### src/rtl/adc_pkg.sv
`default_nettype none
//------------------------------------------------------------------------------
// Module  : adc_pkg
// Brief   : Shared widths and scan state encoding for the ADC scan sequencer.
// Revision: 1.0 - initial release
//------------------------------------------------------------------------------
package adc_pkg;

    localparam int NUM_CHAN = 8;
    localparam int ADC_W    = 12;
    localparam int CHAN_W   = 3;
    localparam int DWELL_W  = 8;

    typedef enum logic [1:0] {
        S_IDLE    = 2'd0,
        S_SELECT  = 2'd1,
        S_DWELL   = 2'd2,
        S_CAPTURE = 2'd3
    } scan_state_t;

endpackage : adc_pkg
`default_nettype wire

### src/rtl/adc_chan_picker.sv
`default_nettype none
//------------------------------------------------------------------------------
// Module  : adc_chan_picker
// Brief   : Finds the lowest set mask bit above cur; wraps to the lowest set bit.
// Revision: 1.0 - initial release
//------------------------------------------------------------------------------
module adc_chan_picker
    import adc_pkg::*;
(
    input  logic [NUM_CHAN-1:0] mask,
    input  logic [CHAN_W-1:0]   cur,
    output logic [CHAN_W-1:0]   next_chan,
    output logic                wrap,
    output logic                empty
);

    logic [CHAN_W-1:0] w_lowest;
    logic [CHAN_W-1:0] w_above;
    logic              w_found;

    // Descending scan so the last hit written is the lowest qualifying bit.
    always_comb begin
        w_lowest = '0;
        w_above  = '0;
        w_found  = 1'b0;
        for (int i = NUM_CHAN - 1; i >= 0; i--) begin
            if (mask[i]) begin
                w_lowest = CHAN_W'(i);
                if (CHAN_W'(i) > cur) begin
                    w_above = CHAN_W'(i);
                    w_found = 1'b1;
                end
            end
        end
    end

    assign empty     = (mask == '0);
    assign wrap      = ~w_found;
    assign next_chan = w_found ? w_above : w_lowest;

endmodule : adc_chan_picker
`default_nettype wire

### src/rtl/adc_scan_sequencer.sv
`default_nettype none
//------------------------------------------------------------------------------
// Module  : adc_scan_sequencer
// Brief   : Round-robin ADC channel scanner with dwell timing and result bank.
// Revision: 1.0 - initial release
//------------------------------------------------------------------------------
module adc_scan_sequencer
    import adc_pkg::*;
#(
    parameter int DWELL_CYCLES = 48
) (
    input  logic                clk,
    input  logic                reset_n,
    input  logic                enable,
    input  logic [NUM_CHAN-1:0] chan_mask,
    input  logic [ADC_W-1:0]    adc_result,
    output logic [CHAN_W-1:0]   adc_chan,
    output logic                sample_valid,
    output logic [CHAN_W-1:0]   sample_chan,
    output logic [ADC_W-1:0]    sample_data,
    output logic                scan_done,
    output logic                busy,
    input  logic [CHAN_W-1:0]   rd_chan,
    output logic [ADC_W-1:0]    rd_data
);

    localparam logic [DWELL_W-1:0] c_dwell_load = DWELL_W'(DWELL_CYCLES - 1);

    scan_state_t         r_state;
    scan_state_t         w_next_state;
    logic [DWELL_W-1:0]  r_dwell_cnt;
    logic [NUM_CHAN-1:0] r_scan_mask;
    logic [CHAN_W-1:0]   r_adc_chan;
    logic                r_sample_valid;
    logic                r_scan_done;
    logic [CHAN_W-1:0]   r_sample_chan;
    logic [ADC_W-1:0]    r_sample_data;
    logic [ADC_W-1:0]    r_bank [NUM_CHAN];

    logic [CHAN_W-1:0]   w_above;
    logic                w_scan_wrap;
    logic                w_scan_empty;
    logic                w_scan_end;
    logic [CHAN_W-1:0]   w_new_lowest;
    logic                w_new_wrap;
    logic                w_new_empty;
    logic                w_new_avail;

    adc_chan_picker u_scan_pick (
        .mask      (r_scan_mask),
        .cur       (r_adc_chan),
        .next_chan (w_above),
        .wrap      (w_scan_wrap),
        .empty     (w_scan_empty)
    );

    // Searching from the top index always wraps, yielding the lowest set bit.
    adc_chan_picker u_new_pick (
        .mask      (chan_mask),
        .cur       (CHAN_W'(NUM_CHAN - 1)),
        .next_chan (w_new_lowest),
        .wrap      (w_new_wrap),
        .empty     (w_new_empty)
    );

    assign w_scan_end  = w_scan_wrap | w_scan_empty;
    assign w_new_avail = w_new_wrap & ~w_new_empty;

    always_ff @(posedge clk or negedge reset_n) begin
        if (!reset_n) begin
            r_state <= S_IDLE;
        end else begin
            r_state <= w_next_state;
        end
    end

    always_comb begin
        w_next_state = r_state;
        case (r_state)
            S_IDLE: begin
                if (enable && w_new_avail) begin
                    w_next_state = S_SELECT;
                end
            end
            S_SELECT: begin
                w_next_state = S_DWELL;
            end
            S_DWELL: begin
                if (r_dwell_cnt == '0) begin
                    w_next_state = S_CAPTURE;
                end
            end
            S_CAPTURE: begin
                if (!enable || (w_scan_end && !w_new_avail)) begin
                    w_next_state = S_IDLE;
                end else begin
                    w_next_state = S_SELECT;
                end
            end
            default: begin
                w_next_state = S_IDLE;
            end
        endcase
    end

    always_ff @(posedge clk or negedge reset_n) begin
        if (!reset_n) begin
            r_dwell_cnt    <= '0;
            r_scan_mask    <= '0;
            r_adc_chan     <= '0;
            r_sample_valid <= 1'b0;
            r_scan_done    <= 1'b0;
            r_sample_chan  <= '0;
            r_sample_data  <= '0;
            for (int i = 0; i < NUM_CHAN; i++) begin
                r_bank[i] <= '0;
            end
        end else begin
            r_sample_valid <= 1'b0;
            r_scan_done    <= 1'b0;
            case (r_state)
                S_IDLE: begin
                    if (enable && w_new_avail) begin
                        r_scan_mask <= chan_mask;
                        r_adc_chan  <= w_new_lowest;
                    end
                end
                S_SELECT: begin
                    r_dwell_cnt <= c_dwell_load;
                end
                S_DWELL: begin
                    if (r_dwell_cnt != '0) begin
                        r_dwell_cnt <= r_dwell_cnt - 1'b1;
                    end
                end
                S_CAPTURE: begin
                    r_bank[r_adc_chan] <= adc_result;
                    r_sample_data      <= adc_result;
                    r_sample_chan      <= r_adc_chan;
                    r_sample_valid     <= 1'b1;
                    r_scan_done        <= w_scan_end;
                    // New masks are only honoured at the scan boundary.
                    if (w_scan_end) begin
                        r_scan_mask <= chan_mask;
                        if (w_new_avail) begin
                            r_adc_chan <= w_new_lowest;
                        end
                    end else begin
                        r_adc_chan <= w_above;
                    end
                end
                default: begin
                    r_dwell_cnt <= '0;
                end
            endcase
        end
    end

    assign adc_chan     = r_adc_chan;
    assign sample_valid = r_sample_valid;
    assign sample_chan  = r_sample_chan;
    assign sample_data  = r_sample_data;
    assign scan_done    = r_scan_done;
    assign busy         = (r_state != S_IDLE);
    assign rd_data      = r_bank[rd_chan];

endmodule : adc_scan_sequencer
`default_nettype wire

### config.mk
export PLATFORM = sky130hd
export DESIGN_NAME = adc_scan_sequencer
export DESIGN_NICKNAME = d
export VERILOG_FILES = /design/src/rtl/adc_pkg.sv /design/src/rtl/adc_chan_picker.sv /design/src/rtl/adc_scan_sequencer.sv
export SDC_FILE = /design/constraint.sdc
export NUM_CORES = 1
export LEC_CHECK = 0
export CORE_ASPECT_RATIO = 1.2
export CORE_UTILIZATION = 42
export DETAILED_ROUTE_END_ITERATION = 16
export HOLD_SLACK_MARGIN = 0.15
export PLACE_DENSITY = 0.65
export SYNTH_ARGS = -nofsm -noshare
export SYNTH_HDL_FRONTEND = slang
export SYNTH_SLANG_ARGS = --single-unit
### constraint.sdc
create_clock -name clk -period 2.55 [get_ports clk]
set_clock_uncertainty 0.05 [all_clocks]
set_input_delay 0.6375 -clock clk [delete_from_list [all_inputs] [get_ports clk]]
set_output_delay 0.6375 -clock clk [all_outputs]
set_load 0.02 [all_outputs]
==> results of run 1 <==
[what timing repair did]
| action | 4_1_cts | 5_1_grt |
|---|---|---|
| endpoints found under the setup margin | 13 | 5 |
| resized for setup | 67 | 10 |
| gates cloned | 3 | 0 |
| setup buffers | 1 | 0 |
[worst min path at each step]
stage	startpoint	to	slack, ns	cells past startpoint
2_1_floorplan	reset_n	adc_chan[0]	0.29	0
3_3_place_gp	r_bank[15]	r_bank[15]	0.43	1
3_5_place_dp	r_bank[16]	r_bank[16]	0.44	1
4_1_cts	reset_n	sample_data[3]	0.21	1
5_1_grt	reset_n	sample_data[4]	0.25	1
6_report	reset_n	sample_data[4]	0.20	1
[metrics by stage]
stage	util [%]	area, µm²	hold WS, ns	setup WS [ns]
6_report	55.71	8063	0.2017	0.02058
5_1_grt	55.71	8063	0.2487	-0.002243
4_1_cts	55.48	8030	0.2051	-0.01449
3_5_place_dp	50.66	7332	0.4377	-0.6717
3_3_place_gp	50.66	7332	0.4316	-0.6432
2_1_floorplan	-	6289	0.2919	0.01105
[kinds of logic after synthesis]
kind of cell | Yosys count
simple gates | 49
fa+ha+maj | 7
compound gates | 49
flops | 134
buf+inv | 35
xor+xnor | 2
mux | 156
[cell usage after synthesis, types with 2 or more instances]
master,number
mux2_2,130
a21oi_1,10
a32oi_1,2
dfrtp_1,134
nor2_1,8
o21a_1,2
mux4_2,24
nor4_1,2
mux2i_1,2
inv_1,14
o21ai_0,15
nor3_1,5
a22oi_1,2
ha_1,7
buf_2,9
or3_1,5
nand3_1,4
nand2_1,8
nand2b_1,4
buf_1,3
or4_1,2
nor2b_1,2
a21boi_0,3
nor3b_1,2
clkbuf_1,8
[layout make-up]
cell class | instances | area, µm²
well taps | 200 | 250.2
clock inverters | 9 | 172.7
repair buffers | 92 | 942.2
fillers | 1210 | 6411
inverters | 14 | 52.55
flip-flops and latches | 134 | 3353
clock buffers | 22 | 474.2
multi-input cells | 263 | 2818
[flip-flops by register name, indices dropped and copies added (netlist names)]
name and cells:
sample_valid 1, r_bank 96, sample_data 12, r_scan_mask 8, r_state 2, adc_chan 3
r_dwell_cnt 8, scan_done 1, sample_chan 3
[power breakdown]
| group | leakage (nW) | total [mW] | switching [mW] | internal (mW) |
|---|---|---|---|---|
| Clock | 0.316 | 2.67 | 0.865 | 1.80 |
| Combinational | 1.50 | 3.77 | 1.62 | 2.15 |
| Sequential | 1.60 | 3.78 | 0.624 | 3.16 |
| Total | 3.41 | 10.2 | 3.11 | 7.11 |
[worst register-to-register path, cell delays in order, from the launching register on]
cell and delay (ns):
dfrtp_1 0.58, buf_4 0.24, nand2_1 0.08, or3_1 0.65, mux2_2 0.41
[layer usage]
layer  up-vias  part of all wire, %
met1      2056                   43
met3        24                  3.0
li1       1792                    -
met2        89                   52
met5         -                    0
met4         0                  2.1
==> flow_summary.toml, run 1 <==
[logic_synthesis]
yosysSeqAreaShare_pct = 53.44
synth_area_um2 = 6275
async_flop_share_pct = 100.0
synth_top_flop_cell = "dfrtp_1"
ys_ff_latch = 134
synthCells = 432
yosysTopAreaCellShare_pct = 53.44
synth_top_family_by_area = "multiplexers"
postSynthAreaPerCell_um2 = 14.52
syn-num-nets = 465
synth_edf_count = 0
yosys.area_share.simple_pct = 4.467
synth_compound_area_share_pct = 5.823
synth_adder_area_share_pct = 1.396
yosys_warnings = 0
synth.area.top_cells = "dfrtp_1, mux2_2, mux4_2"
synth_top_area_cell = "dfrtp_1"
synth-xor-area-share_pct = 0.2792
yosys.cell_types.count = 50
muxShareOfSynthArea_pct = 32.26

[power]
ir_worst_vdd_mv = 0.4743
p_leak_nw = 3.409
fin_total_pwr_mw = 10.22
powerDensity_nw_per_um2 = 1267

[placement]
post-dp-hpwl_mm = 8.883
gp_congestion = 0.7655
port_buffers = 58
dp_cells = 700

[global_routing]
globalRoute.totalOverflow = 0
grt_use_met3_pct = 4.235
grt_util_met1_pct = 25.28
use_met2_pct = 35.09
grt_pass1_wl_mm = 23.24
grt_pass1_vias = 4377
grt_usage_pct = 20.43
grt_busiest_layer = "met2"
antenna_found_initial = 0
grt_max_degree = 47

[sta]
setup_viol = 0
rsz0062_at_grt = "yes"
max_freq_mhz = 395.3
finalCriticalPeriod_ns = 2.529
worst_pin_slew_ns = 0.7745
drv_slew = 0
slew_headroom_pct = 48.37
min_period_over_period_pct = 99.19
fin_setup_tns_ns = 0
hold_viol = 0

[worst_setup_path]
r2r_start = "adc_chan[1]"
critical-path-top-delay-family = "multiplexers"
critPathCapture = "rd_data[7]"
r2r-end = "r_bank[13]"
critPathMaxFanout = 7
crit_top_cell = "buf_12"
critPathRequiredTime_ns = 1.86
arrival_ns = 1.84
start_kind = "input port"
path_depth = 5
critical_path.cell_chain = "buf_12 -> buf_12 -> mux4_2 -> mux2_2 -> buf_2"
cp_num_buf_inv = 3
critical_path_class = "in2out"
cpMaxStageDelayCell = "mux4_2"
cpPeakStageDelay_ns = 0.51
cp-end-kind = "output pin"
ff2ff_path_depth = 4
reg2reg_slack_ns = 0.41
startpoint = "rd_chan[0]"

[cells_and_area]
drive_gt1_share_pct = 45.69
final_nets = 555
area_growth_pct = 28.49
layout_common_cells = "dfrtp_1, mux2_2, clkdlybuf4s50_1"
stdcell_count = 734
antenna_cells = 0
layout.cells.most_common = "dfrtp_1"

[routing]
drtAntennaViolNets = 0
drt_pass1_iterations = 5
wl_per_cell_um = 18.95
drt-vias-per-instance = 5.396
dr_total_vias = 3961
drt-initial-drc-count = 133
drc = 0
wirelength_mm = 13.91

[floorplanning]
core_area_um2 = 14470
dieHeight_um = 135.9
die_x_um = 113.6
initial_core_util_pct = 43.35
io_pins = 59
std_cell_rows = 48
die_area_um2 = 15440

[clock_network]
cts_sinks = 134
cts_root_buffer = "clkbuf_16"
cts_buffer_depth = 2
htreeDepth = 4
clk_latency_ns = 0.42
cts_buffers = 17
cts_hold_buf = 0
cts.clk_slew.worst_paths_ns = 0.06
cts_tree = "yes"

[flow_run]
cap_violations = 0

[worst_hold_path]
min_path_type = "in2async"

[run_status]
status = "finished clean"
Note: power is estimated with default switching activity, not from simulation.
==> inputs of run 2 (changes only) <==
--- a/config.mk
+++ b/config.mk
@@ -9,7 +9,7 @@
 export CORE_UTILIZATION = 42
 export DETAILED_ROUTE_END_ITERATION = 16
 export HOLD_SLACK_MARGIN = 0.15
-export PLACE_DENSITY = 0.65
+export PLACE_DENSITY = 0.63
 export SYNTH_ARGS = -nofsm -noshare
 export SYNTH_HDL_FRONTEND = slang
 export SYNTH_SLANG_ARGS = --single-unit
==> constraint.sdc (replaced) <==
create_clock -name clk -period 2.6 [get_ports clk]
set_clock_uncertainty 0.05 [all_clocks]
set_input_delay 0.65 -clock clk [delete_from_list [all_inputs] [get_ports clk]]
set_output_delay 0.65 -clock clk [all_outputs]
set_load 0.02 [all_outputs]
==> flow_summary.toml, run 2 (synthesized netlist as in run 1, its figures left out) <==
[floorplanning]
std_cell_rows = 48
dieHeight_um = 135.9
die_area_um2 = 15440
die_x_um = 113.6
initial_core_util_pct = 43.35
io_pins = 59
core_area_um2 = 14470

[cells_and_area]
final_cell_area_um2 = 7956
fillers = 1153
drive_gt1_share_pct = 45.49
top_register = "r_bank"
layout_common_cells = "dfrtp_1, mux2_2, clkdlybuf4s50_1"
final_nets = 553
area_growth_pct = 26.80
largest_reg_flops = 96
layout.cells.most_common = "dfrtp_1"
final_core_util_pct = 54.97
antenna_cells = 0

[worst_setup_path]
critical_path_class = "in2out"
cp-end-kind = "output pin"
critPathMaxFanout = 6
start_kind = "input port"
critPathRequiredTime_ns = 1.90
arrival_ns = 1.86

[flow_run]
cap_violations = 0

[worst_hold_path]
min_path_type = "in2async"

[clock_network]
cts_setup_buffers = 0
htreeDepth = 4
cts.clk_slew.worst_paths_ns = 0.05
cts_buffer_depth = 2
clk_latency_ns = 0.42
cts_tree = "yes"
cts_sinks = 134
cts_root_buffer = "clkbuf_16"
cts_buffers = 17
cts_hold_buf = 0

[routing]
met2WireLength_mm = 7.049
drt-initial-drc-count = 139
dr_total_vias = 3946
wirelength_mm = 13.68
drc = 0
drt-vias-per-instance = 5.391
wl_per_cell_um = 18.69
top_layer_used = "met4"
drt_pass1_iterations = 4
wl_met1_mm = 5.929
drtAntennaViolNets = 0
met3_length_um = 422

[sta]
min_period_over_period_pct = 98.64
setup_viol = 0
finalCriticalPeriod_ns = 2.565
hold_viol = 0
max_freq_mhz = 389.9
worst_pin_slew_ns = 0.7493
drv_slew = 0
fin_setup_tns_ns = 0
rsz0062_at_grt = "no"
slew_headroom_pct = 50.04

[global_routing]
grt_pass1_wl_mm = 22.47
grt_usage_pct = 19.65
grt_max_degree = 49
grt_pass1_vias = 4242
globalRoute.totalOverflow = 0
antenna_found_initial = 0

[power]
ir_worst_vdd_mv = 0.6201
powerDensity_nw_per_um2 = 1222
p_leak_nw = 3.348

[run_status]
status = "finished clean"

[placement]
port_buffers = 58
place_area_um2 = 7317
post-dp-hpwl_mm = 8.653
gp_congestion = 0.8238
[run 2: layout make-up]
cell class              instances  area (µm²)  area share, %
flip-flops and latches        134        3353          42.15
multi-input cells             263        2799          35.18
repair buffers                 90       902.1          11.34
clock buffers                  22       474.2          5.960
well taps                     200       250.2          3.145
clock inverters                 9       125.1          1.573
inverters                      14       52.55         0.6605
[run 2: per-layer routing]
layer	vias to the layer above	GRT usage, %
met5	-	0
met2	85	33.23
met4	0	8.114
met3	26	4.146
met1	2040	24.45
li1	1795	-
[run 2: power breakdown]
part	switching (mW)	internal, mW
combinational	1.59	2.03
clock	0.849	1.57
sequential	0.582	3.10
total	3.02	6.70
[run 2: repair_timing]
item / 4_1_cts / 5_1_grt
gates cloned: 3 / 0
resized for setup: 59 / 5
endpoints found under the setup margin: 13 / 11
[run 2: worst paths after layout]
path	start	depth (start not counted)	endpoint	slack (ns)
max	rd_chan[0]	5	rd_data[1]	0.04
min reg2reg	r_bank[14]	1	r_bank[14]	0.45
max in group asynchronous	reset_n	2	sample_data[7]	1.62
min in group clk	r_bank[14]	1	r_bank[14]	0.45
max reg2reg	adc_chan[1]	6	r_scan_mask[5]	0.36
min	reset_n	1	r_bank[40]	0.20
[run 2: metrics by stage]
stage	power, mW	worst slack [ns]	cells	hold slack [ns]
final	9.719	0.03526	732	0.1990
after global routing	10.30	0.01289	732	0.2437
after CTS	9.793	-0.02604	732	0.1964
after detailed placement	7.402	-0.6390	698	0.4386
after global placement	7.276	-0.6200	698	0.4336
after floorplan	6.114	0.01022	432	0.3044
[run 2: worst max-delay path, cell delays in order]
cell and delay, ns:
buf_12 0.12, buf_12 0.14, mux4_2 0.50, mux2_2 0.30, buf_4 0.16
==> inputs of run 3 (changes only) <==
--- a/config.mk
+++ b/config.mk
@@ -5,9 +5,9 @@
 export SDC_FILE = /design/constraint.sdc
 export NUM_CORES = 1
 export LEC_CHECK = 0
-export CORE_ASPECT_RATIO = 1.2
 export CORE_UTILIZATION = 42
 export DETAILED_ROUTE_END_ITERATION = 16
+export GPL_ROUTABILITY_DRIVEN = 0
 export HOLD_SLACK_MARGIN = 0.15
 export PLACE_DENSITY = 0.63
 export SYNTH_ARGS = -nofsm -noshare
==> flow_summary.toml, run 3 (synthesized netlist as in run 1, its figures left out) <==
[run_status]
status = "finished clean"

[sta]
rsz0062_at_grt = "no"
slew_headroom_pct = 51.38
hold_viol = 0
worst_pin_slew_ns = 0.7293
min_period_over_period_pct = 98.03
finalCriticalPeriod_ns = 2.549
drv_slew = 0
setup_viol = 0
max_freq_mhz = 392.3

[placement]
port_buffers = 58
post-dp-hpwl_mm = 8.737
dp_cells = 684

[global_routing]
grt_max_degree = 55
grt_pass1_wl_mm = 22.89
grt_usage_pct = 19.39
grt_busiest_layer = "met2"
antenna_found_initial = 0
grt_util_met1_pct = 25.46
grt_pass1_vias = 4299
globalRoute.totalOverflow = 0
grt_use_met3_pct = 5.259
use_met2_pct = 31.17

[cells_and_area]
area_growth_pct = 26.08
final_nets = 555
top_register = "r_bank"
layout_common_cells = "dfrtp_1, mux2_2, clkdlybuf4s50_1"
antenna_cells = 0
final_core_util_pct = 54.43
largest_reg_flops = 96
layout.cells.most_common = "dfrtp_1"
drive_gt1_share_pct = 45.88
stdcell_count = 718

[power]
internal-power_mw = 6.549
powerDensity_nw_per_um2 = 1210
seq_power_share_pct = 38.5
p_leak_nw = 3.334
swShare_pct = 31.60
ir_worst_vdd_mv = 0.5959
fin_total_pwr_mw = 9.575
clkPwrFrac_pct = 23.9
share_comb_of_total_power_pct = 37.6
power.switching_mw = 3.025

[floorplanning]
die_x_um = 124.2
core_area_um2 = 14530
dieHeight_um = 124.2
initial_core_util_pct = 43.17
io_pins = 59
std_cell_rows = 44
die_area_um2 = 15430

[worst_hold_path]
hold_depth = 1
min_path_type = "reg2reg"
min_from = "r_dwell_cnt[6]"
hold-path-endpoint = "r_dwell_cnt[6]"

[routing]
wirelength_mm = 13.62
wl_per_cell_um = 18.97
drt-initial-drc-count = 208
drt-vias-per-instance = 5.442
dr_total_vias = 3907
drtAntennaViolNets = 0
drt_pass1_iterations = 6
drc = 0

[worst_setup_path]
cpPeakStageDelay_ns = 0.49
ff2ff_path_depth = 6
critPathMaxFanout = 8
cpMaxStageDelayCell = "mux4_2"
critical_path_class = "in2out"
r2r-end = "r_scan_mask[5]"
arrival_ns = 1.85
reg2reg_slack_ns = 0.43
crit_top_cell = "buf_12"
critPathRequiredTime_ns = 1.90
cp-end-kind = "output pin"
r2r_start = "adc_chan[2]"
start_kind = "input port"
critical_path.cell_chain = "buf_12 -> buf_12 -> mux4_2 -> mux2_2 -> buf_4"

[clock_network]
htreeDepth = 4
cts_sinks = 134
clk_latency_ns = 0.42
cts_root_buffer = "clkbuf_16"
cts_buffer_depth = 2
cts_buffers = 17
cts_setup_buffers = 0
cts.clk_slew.worst_paths_ns = 0.05
cts_tree = "yes"

[flow_run]
cap_violations = 0
## run 3: changes by cell type in the layout (fill, tap and decap cells not counted), sizes merged
cell / before / now
bufinv: 3 / 1
dlygate4sd3: 0 / 1
clkinvlp: 2 / 3
buf: 47 / 48
clkbuf: 22 / 23
dlygate4sd2: 1 / 2
clkdlybuf4s50: 42 / 41
## run 3: worst max path at each step
stage,cells past startpoint,start,to
after floorplan,4,rd_chan[0],rd_data[0]
after global placement,5,rd_chan[1],rd_data[0]
after detailed placement,5,rd_chan[1],rd_data[0]
after CTS,5,rd_chan[0],rd_data[3]
after global routing,5,rd_chan[0],rd_data[8]
final,5,rd_chan[0],rd_data[8]
## run 3: worst max-delay path: cells and delay by family
family / cells / cell delay [ns]
buffers and inverters: 3 / 0.41
multiplexers: 2 / 0.77
## run 3: power by group through the flow
stage          Sequential [mW]  Combinational [mW]  Clock [mW]
2_1_floorplan             3.67                2.44           0
3_3_place_gp              3.67                3.62           0
3_5_place_dp              3.71                3.72           0
4_1_cts                   3.68                3.64        2.34
5_1_grt                   3.82                3.91        2.43
6_report                  3.69                3.60        2.29
## run 3: metrics by stage
step	hold slack, ns	area [µm²]	setup slack, ns	setup TNS (ns)
6_report	0.4446	7911	0.05116	0
4_1_cts	0.4456	7904	-0.07578	-0.2264
2_1_floorplan	0.3044	6281	0.01022	0
3_5_place_dp	0.4383	7325	-0.6271	-7.734
5_1_grt	0.4626	7911	0.01308	0
3_3_place_gp	0.4325	7325	-0.6095	-7.274
## run 3: layout make-up
class	count	area, µm²
flip-flops and latches	134	3354
inverters	14	52.55
multi-input cells	263	2795
clock inverters	8	72.57
repair buffers	92	908.4
fillers	1204	6623
clock buffers	23	498.0
well taps	184	230.2
## run 3: repair_timing
action	4_1_cts	5_1_grt
hold endpoints to repair	1	0
hold buffers	1	0
gates resized for setup	58	5
endpoints found under the setup margin	13	6
cloned	2	0
## run 3: per-layer routing
| metal | up-vias | routed length [µm] |
|---|---|---|
| met5 | - | 0 |
| met3 | 16 | 500 |
| li1 | 1790 | - |
| met2 | 69 | 6646 |
| met1 | 2032 | 6282 |
| met4 | 0 | 188 |
